**src/rtl/dff_load_arbiter.sv**
```systemverilog
// Four-requester arbiter that turns each grant into one clk_en pulse for a shared 8-bit register.
// Optional macro DFF_ARB_RR_EN selects round-robin arbitration; default is fixed priority (req[0] highest).
module dff_load_arbiter #(
    parameter int unsigned GAP = 2
) (
    input  logic        Clk,
    input  logic        reset,
    input  logic [3:0]  req,
    input  logic [31:0] req_data,
    output logic        clk_en,
    output logic [7:0]  Din,
    output logic [3:0]  ack,
    output logic [1:0]  owner,
    output logic        owner_vld,
    output logic        busy
);
    localparam int unsigned NREQ = 4;
    localparam int unsigned DW   = 8;
    localparam int unsigned IW   = 2;
    localparam int unsigned CW   = 4;

    typedef enum logic [1:0] {S_IDLE, S_LOAD, S_ACK, S_GAP} state_e;

    state_e          state_q, state_d;
    logic            clk_en_q, clk_en_d;
    logic [DW-1:0]   din_q, din_d;
    logic [NREQ-1:0] ack_q, ack_d;
    logic [IW-1:0]   owner_q, owner_d;
    logic            owner_vld_q, owner_vld_d;
    logic            busy_q, busy_d;
    logic [IW-1:0]   win_q, win_d;
    logic [CW-1:0]   cnt_q, cnt_d;
    logic [IW-1:0]   sel_c;
    logic            sel_found_c;
`ifdef DFF_ARB_RR_EN
    logic [IW-1:0]   rr_q, rr_d;
    logic [IW-1:0]   idx_c;
`endif

    // Winner selection; only consumed in IDLE.
    always_comb begin
        sel_c       = '0;
        sel_found_c = 1'b0;
`ifdef DFF_ARB_RR_EN
        idx_c       = rr_q;
        for (int k = 0; k < int'(NREQ); k++) begin
            idx_c = IW'(rr_q + IW'(k));
            if (!sel_found_c && req[idx_c]) begin
                sel_c       = idx_c;
                sel_found_c = 1'b1;
            end
        end
`else
        for (int k = 0; k < int'(NREQ); k++) begin
            if (!sel_found_c && req[IW'(k)]) begin
                sel_c       = IW'(k);
                sel_found_c = 1'b1;
            end
        end
`endif
    end

    // Next-state and registered-output values.
    always_comb begin
        state_d     = state_q;
        clk_en_d    = 1'b0;
        din_d       = din_q;
        ack_d       = '0;
        owner_d     = owner_q;
        owner_vld_d = owner_vld_q;
        win_d       = win_q;
        cnt_d       = cnt_q;
`ifdef DFF_ARB_RR_EN
        rr_d        = rr_q;
`endif
        unique case (state_q)
            S_IDLE: begin
                if (sel_found_c) begin
                    state_d  = S_LOAD;
                    win_d    = sel_c;
                    din_d    = req_data[{sel_c, 3'b000} +: DW];
                    clk_en_d = 1'b1;
                end
            end
            S_LOAD: begin
                state_d     = S_ACK;
                ack_d       = NREQ'(1) << win_q;
                owner_d     = win_q;
                owner_vld_d = 1'b1;
`ifdef DFF_ARB_RR_EN
                rr_d        = IW'(win_q + 1'b1);
`endif
            end
            S_ACK: begin
                if (GAP > 0) begin
                    state_d = S_GAP;
                    cnt_d   = CW'(GAP - 1);
                end else begin
                    state_d = S_IDLE;
                end
            end
            S_GAP: begin
                if (cnt_q == '0) begin
                    state_d = S_IDLE;
                end else begin
                    cnt_d = CW'(cnt_q - 1'b1);
                end
            end
            default: state_d = S_IDLE;
        endcase
        busy_d = (state_d != S_IDLE);
    end

    always_ff @(posedge Clk or posedge reset) begin
        if (reset) begin
            state_q     <= S_IDLE;
            clk_en_q    <= 1'b0;
            din_q       <= '0;
            ack_q       <= '0;
            owner_q     <= '0;
            owner_vld_q <= 1'b0;
            busy_q      <= 1'b0;
            win_q       <= '0;
            cnt_q       <= '0;
`ifdef DFF_ARB_RR_EN
            rr_q        <= '0;
`endif
        end else begin
            state_q     <= state_d;
            clk_en_q    <= clk_en_d;
            din_q       <= din_d;
            ack_q       <= ack_d;
            owner_q     <= owner_d;
            owner_vld_q <= owner_vld_d;
            busy_q      <= busy_d;
            win_q       <= win_d;
            cnt_q       <= cnt_d;
`ifdef DFF_ARB_RR_EN
            rr_q        <= rr_d;
`endif
        end
    end

    assign clk_en    = clk_en_q;
    assign Din       = din_q;
    assign ack       = ack_q;
    assign owner     = owner_q;
    assign owner_vld = owner_vld_q;
    assign busy      = busy_q;

endmodule

```
**config.mk**
```make
export PLATFORM = sky130hd
export DESIGN_NAME = dff_load_arbiter
export DESIGN_NICKNAME = d
export VERILOG_FILES = /design/src/rtl/dff_load_arbiter.sv
export SDC_FILE = /design/constraint.sdc
export NUM_CORES = 1
export LEC_CHECK = 0
export BUFFER_PORTS_ARGS = -buffer_cell sky130_fd_sc_hd__clkbuf_2
export CAP_MARGIN = 0
export CORE_MARGIN = 1.5
export CORE_UTILIZATION = 30
export CTS_CLUSTER_SIZE = 25
export DETAILED_ROUTE_END_ITERATION = 6
export SYNTH_ARGS = -nofsm -noshare
export SYNTH_HDL_FRONTEND = slang
export SYNTH_SLANG_ARGS = --single-unit
```
**constraint.sdc**
```tcl
create_clock -name Clk -period 1.55 [get_ports Clk]
set_input_delay 0.465 -clock Clk [delete_from_list [all_inputs] [get_ports Clk]]
set_output_delay 0.465 -clock Clk [all_outputs]
set_load 0.005 [all_outputs]
```
==> results.sh <==
export IMPL_status="completed"
export IMPL_ys_async_sr_fraction_pct=100.0
export IMPL_synth_seq_area_share_pct=53.16
export IMPL_crit_buf_inv=2
export IMPL_cts_tree="yes"
export IMPL_area_delta_synth_final_pct=24.68
export IMPL_grt_use_total_pct=10.47
export IMPL_synth_edf_count=0
export IMPL_drv_slew=0
export IMPL_ys_flop_type="dfrtp_1"
export IMPL_drv_cap=0
export IMPL_cts_clk_slew_worst_paths_ns=0.11
export IMPL_pwr_density_cell_mw_per_mm2=1536
export IMPL_grt_antenna_before_repair=0
export IMPL_grt_pass1_vias=684
export IMPL_grt_setup_unrepaired="no"
export IMPL_critPathArrivalTime_ns=1.68
export IMPL_cts_sinks=21
export IMPL_cts_made_buffers=3
export IMPL_vias=727
export IMPL_die_w_um=60.40
export IMPL_dp_cells=160
export IMPL_dieArea_mm2=0.003648
export IMPL_gp_congestion=0.6410
export IMPL_fin_crit_sh_pct=93.38
export IMPL_grt_overflow=0
export IMPL_drt_iter0_drc=9
export IMPL_synth_warnings=0
export IMPL_slowest_delay_ns=0.39
export IMPL_required_ns=1.78
export IMPL_path_delay_family="simple AND/OR/NAND/NOR gates"
export IMPL_grt_max_degree=22
export IMPL_ir_drop_v=0.0003322
export IMPL_endpoint_kind="flip-flop"
export IMPL_num_rows=20
export IMPL_path_cells="inv_2 > ha_2 > nor3b_1 > buf_4 > or3_1 > o211ai_1"
export IMPL_place_hpwl_mm=1.334
export IMPL_cts_resized=0
export IMPL_synthDistinctLibCells=27
export IMPL_crit_fanout=6
export IMPL_stdcell_area_mm2=0.001232
export IMPL_io_pins=55
export IMPL_period_minus_slack_ns=1.447
export IMPL_fin_util_pct=39.72
export IMPL_layoutNonFillerInstCount=164
export IMPL_route_detailed_drc=0
export IMPL_synth_seq_cells=21
export IMPL_drtAntennaViolNets=0
export IMPL_postPlaceCellArea_mm2=0.001204
export IMPL_wl_per_cell_um=10.69
export IMPL_synth_area_um2=988.4
export IMPL_cts_root_buf="clkbuf_4"
export IMPL_routed_wl_mm=1.753
export IMPL_total_power_mw=1.893
export IMPL_io_buffer_count=33
export IMPL_yosys_top_cells_area="dfrtp_1, mux2_2, buf_4"
export IMPL_n_fill_cell=323
export IMPL_clk_latency_ns=0.31
export IMPL_synth_top_area_cell="dfrtp_1"
export IMPL_setup_tns_ns=0
export IMPL_cts_buffer_depth=2
export IMPL_dr_pass1_iters=4
export IMPL_setup_ws_ns=0.1027
export IMPL_startpoint_type="flip-flop"
export IMPL_synth_cells=82
export IMPL_setup_viol=0
export IMPL_vias_per_cell=4.433
export IMPL_leakage_nw=0.5959
export IMPL_seqCellArea_um2=525.5
export IMPL_mostFrequentLayoutCell="clkbuf_2"
export IMPL_post_cts_buffers=0
export IMPL_hp_class="in -> async"
export IMPL_htree_num_levels=1
export IMPL_max_freq_mhz=690.9
export IMPL_pre_cts_ws_ns=-0.06291
export IMPL_drive_gt1_share_pct=50.00
export IMPL_fin_skew_ns=0.003819
export IMPL_most_common_layout_cells="clkbuf_2, dfrtp_1, mux2_2"
export IMPL_cts_hold_buf=0
export IMPL_die_y_um=60.40
export IMPL_cpMaxStageDelayCell="dfrtp_1"
export IMPL_critPathKind="reg -> reg"
export IMPL_diodes=0
export IMPL_hold_viol_final=0
export IMPL_final_nets=160
export IMPL_grt_pass1_wl_mm=2.842
export IMPL_hold_ws_ns=0.1413
export IMPL_multi_input_area_um2=404.1
export IMPL_start_util_pct=31.85
export IMPL_synth_top_area_share_pct=53.16
export IMPL_synth_avg_cell_area_um2=12.05
export IMPL_core_mm2=0.003103
-- path summary, 6_finish.rpt --
kind                           from       end  slack (ns)  depth (start not counted)
hold reg to reg            win_q[0]    ack[0]        0.47                          1
hold / removal                reset  cnt_q[3]        0.14                          3
setup reg to reg           cnt_q[0]  cnt_q[1]        0.10                          6
max in group asynchronous     reset    Din[4]        1.20                          3
min in group Clk             req[0]  win_q[0]        0.37                          2
setup / recovery           cnt_q[0]  cnt_q[1]        0.10                          6
-- registers in the layout, summed over array words and instances, names as in the netlist --
name and count:
cnt_q 4, owner 1, ack 2, win_q 1, busy 1, clk_en 1, owner_vld 1, state_q 2
Din 8
-- routing by layer --
layer | track usage (%) | share of wire (%)
met5 | 0 | 0
met1 | 12.33 | 45
met2 | 17.86 | 47
met3 | 2.772 | 6.7
met4 | 4.762 | 1.4
-- cells in the mapped netlist (2+ instances only) --
library cell,n
buf_6,2
nand2_1,2
nor2b_1,3
a21o_1,2
mux2_2,16
inv_1,5
or3_1,2
nand2b_1,2
nor2_1,6
buf_4,3
a21oi_1,3
dfrtp_1,21
-- logic make-up after synthesis --
| group | count (synthesis) | synth area share (%) |
|---|---|---|
| AND/OR/NAND/NOR | 21 | 12.41 |
| flip-flops | 21 | 53.16 |
| buffers and inverters | 11 | 6.961 |
| adder cells (fa/ha/maj) | 1 | 1.266 |
| AO/OA/AOI/OAI | 11 | 7.595 |
| multiplexers | 16 | 18.23 |
| other | 1 | 0.3794 |
-- power by group --
group	switching (mW)	internal (mW)
combinational	0.334	0.408
clock	0.164	0.101
sequential	0.122	0.764
-- tightest hold or removal path, cell delays in order --
cell and delay (ns):
clkbuf_2 0.08, inv_1 0.04, buf_4 0.26
-- final cells by class --
cell class                 count  area share [%]
sequential                    21           42.64
multi-input combinational     52           32.79
timing repair buffer          38           16.45
tap                           44           4.467
clock buffer                   4           2.132
inverter                       5           1.523
Note: power is estimated with default switching activity, not from simulation.
